### config.mk
export PLATFORM = sky130hd
export DESIGN_NAME = pulse_generator
export DESIGN_NICKNAME = d
export VERILOG_FILES = /design/src/rtl/pulse_generator_pkg.sv /design/src/rtl/pulse_generator.sv
export SDC_FILE = /design/constraint.sdc
export NUM_CORES = 1
export LEC_CHECK = 0
export ABC_CLOCK_PERIOD_IN_PS = 1050
export CAP_MARGIN = 25
export CORE_AREA = 3 3 40 42
export DETAILED_ROUTE_END_ITERATION = 8
export DIE_AREA = 0 0 43 45
export GPL_TIMING_DRIVEN = 1
export RECOVER_POWER = 100
export SLEW_MARGIN = 20
export SYNTH_ARGS = -nofsm -noshare
export SYNTH_HDL_FRONTEND = slang
export SYNTH_SLANG_ARGS = --single-unit
### constraint.sdc
create_clock -name clk -period 1.05 [get_ports clk]
set_clock_uncertainty 0.1 [all_clocks]
set_input_delay 0.21 -clock clk [delete_from_list [all_inputs] [get_ports clk]]
set_output_delay 0.21 -clock clk [all_outputs]
set_load 0.03 [all_outputs]
### src/rtl/pulse_generator_pkg.sv
// Shared constants and helpers for strobe/tick generators.
package pulse_generator_pkg;

   // Smallest period that still leaves at least one low cycle between pulses.
   localparam int MIN_INTERVAL = 2;

   // Counter width needed to hold 0 .. interval-1 (never less than one bit).
   function automatic int cnt_width(input int interval);
      int w;
      w = $clog2(interval);
      if (w < 1) w = 1;
      return w;
   endfunction

endpackage

### src/rtl/pulse_generator.sv
// Free-running strobe generator: one-cycle high pulse on out every INTERVAL
// clocks. Intended as a tick/enable source (e.g. UART baud/oversample ticks).
// Counter plus registered output; out has no combinational path from rst.
module pulse_generator
   import pulse_generator_pkg::*;
#(
   parameter int INTERVAL = 16
) (
   input  logic clk,
   input  logic rst,
   output logic out
);

   localparam int CNT_W = cnt_width(INTERVAL);
   // Terminal count; wrap is an explicit compare-and-clear so non-power-of-2
   // periods (e.g. 3) are exact.
   localparam logic [CNT_W-1:0] LAST = CNT_W'(INTERVAL - 1);

   // Reject periods too short to form a strobe.
   if (INTERVAL < MIN_INTERVAL) begin : g_bad_interval
      $error("pulse_generator: INTERVAL must be >= 2");
   end

   logic [CNT_W-1:0] count;

   // Count clocks since reset; raise out for the single cycle after the wrap.
   always_ff @(posedge clk) begin
      if (rst) begin
         count <= '0;
         out   <= 1'b0;
      end else if (count == LAST) begin
         count <= '0;
         out   <= 1'b1;
      end else begin
         count <= count + CNT_W'(1);
         out   <= 1'b0;
      end
   end

endmodule

### After elaboration in Yosys (flattened, before gate mapping)

Index checks and enable logic that the tools add are counted.

* flip-flop bits (word level): 5
* input bits: 2
* output and inout port bits: 1
* word-level logic and storage cells: 6

* $add $sub $neg: 1
* equal/unequal tests: 1
* muxes and demuxes: 1
* reduce and logical (&&, ||, !) cells: 1

Operators with widths (number)
* adder 4 x 1 -> 4 bit (second input constant): 1
* == test 4 bit (second input constant): 1
* OR reduction 2 bit: 1
* 2-to-1 mux 1 bit: 1

### Depth between registers and ports, before layout

* depth after elaboration: 2
* depth in mapped cells: 4
* depth with buffers taken out: 4

### Worst setup path after synthesis

No wires, ideal clock.

* kind: reg2reg
* from: reg count[0]
* to: reg out
* library setup time: 0.114 ns
* arrival time: 0.852 ns
* data required time: 0.836 ns
* path slack: -0.016 ns
* cell stages (with the launch flop): 4
* buffers on the path: 0
* clock period less this slack: 1.066 ns
* path through: dfxtp_1 -> ha_1 -> and3_4 -> and2b_1

* cells in the longest elaborated chain, start to end: 2

RTL lines
* from (decl): line pulse_generator.sv:24 `logic [CNT_W-1:0] count;`
* from (signal assigned): line pulse_generator.sv:35 `count <= count + CNT_W'(1);`
* == test 4 bit: line pulse_generator.sv:31 `end else if (count == LAST) begin`
* 2-to-1 mux 1 bit: line pulse_generator.sv:31
* to (signal assigned): line pulse_generator.sv:30 `out <= 1'b0;`
* to (signal assigned): line pulse_generator.sv:33 `out <= 1'b1;`
* to (signal assigned): line pulse_generator.sv:36 `out <= 1'b0;`
* to (decl): line pulse_generator.sv:11 `output logic out`

Every way passes these cells.
A chain may end at the register's enable or synchronous reset.

### Worst setup path in the final report

* from: reg count[1]
* to: reg out

Same word-level chain as after synthesis.

==> run_results.csv <==
group,metric,value,unit
critical_path,timing.rr.end,"out",
sta,max_slew_margin,0.8979,
power_and_ir_drop,power_density,1622,mW/mm²
clocking,cts_tree,"yes",
flow_run,cap_viol_max_count,0,
route,wirelength,346,µm
global_routing,antenna_found_initial,0,
layout,final_cell_mix,"3 x clkbuf_4, 3 x dfxtp_1, 3 x buf_4",
placement,place.gp.congestion,0.6814,
layout,antenna-diode-count,0,
sta,setup_viol,0,
global_routing,grt-ovfl-total,0,
logic_synthesis,yosysUniqueCellTypes,12,
global_routing,grt_pass1_vias,143,
layout,area_growth,54.97,%
status,status,"finished, final reports clean",
sta,setup_ws,29.59,ps
critical_path,critPathRequiredTime,1080,ps
logic_synthesis,synth_nets,20,
route,routedWlPerCell,8.439,µm
die,io_pins,3,
sta,min_period,1020,ps
placement,dp_slack,-62.23,ps
logic_synthesis,syn_inst,17,
critical_path,crit_slowest_cell,"dfxtp_2",
sta,tightest_slew,151.6,ps
logic_synthesis,synth_top_area_frac,0.5298,
logic_synthesis,synthTopCellsByArea,"dfxtp_1 53%, ha_1 6.6%, nor3b_2 6.6%",
die,die-area,0.001935,mm²
power_and_ir_drop,p_leak,0.1119,nW
clocking,clk_path_buf_depth,2,
sta,rsz0062_at_grt,"true",
sta,max_freq,980.0,MHz
power_and_ir_drop,vdd_ir_drop_max,0.6360,mV
route,dr.pass1.iters,2,
placement,dp_hpwl,242.6,µm
clocking,cts_num_sinks,5,
critical_path,r2r-start,"count[1]",
logic_synthesis,ys_ff_latch,5,
die,die_w,43,µm
power_and_ir_drop,power,0.4749,mW
logic_synthesis,syn_area,188.9,µm²
sta,finalHoldViolCount,0,
logic_synthesis,seq_area_frac_synth,0.5298,
route,dr_total_vias,151,
logic_synthesis,yosysWarnings,0,
critical_path,cp-startpoint,"count[1]",
worst_hold_path,hold_class,"flop to flop",
critical_path,startpoint_type,"flop",
clocking,cts-buffers-inserted,3,
global_routing,track_usage,0.04917,
critical_path,cp-end-kind,"flop",
critical_path,ff2ff_path_depth,3,
layout,drive_above_1_share,0.4615,
die,core_area,0.001285,mm²
critical_path,critPathMaxStageDelay,330,ps
critical_path,path_cells,"ha_4 -> and3_4 -> and2b_1",
route,ant_nets,0,
clocking,clock_latency,240,ps
die,fp-row-count,13,
logic_synthesis,syn_area_per_cell,11.11,µm²
critical_path,r2r_slack,30,ps
layout,nets,30,
die,initial_utilization,0.1470,
clocking,clkTransAtPathRegs,40,ps
critical_path,cp.arrival,1050,ps
sta,setup_tns,0,ps
route,routed_via_density,3.683,
global_routing,grt_max_degree,5,
global_routing,grt_pass1_wl,621,µm
sta,post-route-period-util,0.9718,
placement,place_inst,37,
logic_synthesis,yosysTopAreaCell,"dfxtp_1",
clocking,cts_hold_buf,0,
die,chipHeight,45,µm
critical_path,worst-setup-path-type,"flop to flop",
clocking,cts_root_buf,"clkbuf_4",
placement,numPortBuffers,2,
critical_path,crit_end,"out",
sta,finalMaxSlewViolations,0,
clocking,htree_levels,1,
critical_path,path_max_fanout,3,
route,drcViolationCount,0,
layout,instances_no_fill,41,
route,drt_iter0_drc,1,
## metal layers
layer / GRT usage / wire length (µm) / part of all wire / vias up
met4: 0.03614 / 0 / 0 / 0
li1: - / - / - / 77
met1: 0.05072 / 159 / 0.46 / 68
met5: 0 / 0 / 0 / -
met3: 0.05179 / 36 / 0.10 / 0
met2: 0.05689 / 150 / 0.43 / 6
## critical path, delay by kind of cell, from the launching register on
family,cells,cell delay [ps]
adder cells (fa/ha/maj),1,170
flip-flops,1,330
AND/OR/NAND/NOR,2,320
## cell families after synthesis
kind of cell | after synthesis | synth area share
flip-flops | 5 | 0.5298
AND/OR/NAND/NOR | 6 | 0.2582
XOR/XNOR | 1 | 0.04637
AO/OA/AOI/OAI | 3 | 0.07945
buffers and inverters | 1 | 0.01985
adder cells (fa/ha/maj) | 1 | 0.06621
## state kept, by name, summed over array words and instances, names as in the netlist
signal  count
count       4
out         1
## final cells by class
class,instances,area [µm²]
timing repair buffer,5,43.79
inverter,1,3.754
sequential,5,102.6
clock buffer,4,26.28
tap,15,18.77
multi-input combinational,11,97.59
fill,136,992.2
## report_power, final
part / internal, mW / switching [mW] / total (mW)
Clock: 0.143 / 0.0747 / 0.218
Sequential: 0.202 / 0.0101 / 0.212
Combinational: 0.0294 / 0.0150 / 0.0444
## per-stage QoR
stage | hold WS [ps] | instance area, µm² | util
4_1_cts | 409.8 | 276.5 | 0.2152
3_5_place_dp | 402.1 | 250.2 | 0.1947
6_report | 407.7 | 292.8 | 0.2278
5_1_grt | 445.9 | 292.8 | 0.2278
3_3_place_gp | 383.0 | 250.2 | 0.1947
2_1_floorplan | 179.1 | 191.4 | -
## cells in the mapped netlist
cell type  n
a21oi_1    2
and2b_1    1
and3_4     1
dfxtp_1    5
ha_1       1
inv_1      1
nand4b_1   1
nor2_1     1
nor3_1     1
nor3b_2    1
o21ai_0    1
xnor2_1    1
## worst min-delay path by stage
stage | startpoint | endpoint | slack (ps) | cells past startpoint
2_1_floorplan | rst | count[3] | 180 | 1
3_3_place_gp | count[3] | count[3] | 380 | 2
3_5_place_dp | count[3] | count[3] | 400 | 2
4_1_cts | count[3] | count[3] | 410 | 2
5_1_grt | count[3] | count[3] | 450 | 2
6_report | count[3] | count[3] | 410 | 2
## what timing repair did
action | CTS | global route
gates resized for setup | 0 | 4
setup buffers | 0 | 0
pin swaps | 1 | 1
setup endpoints to repair | 1 | 5
No activity file was read; power rests on OpenSTA's default activity.
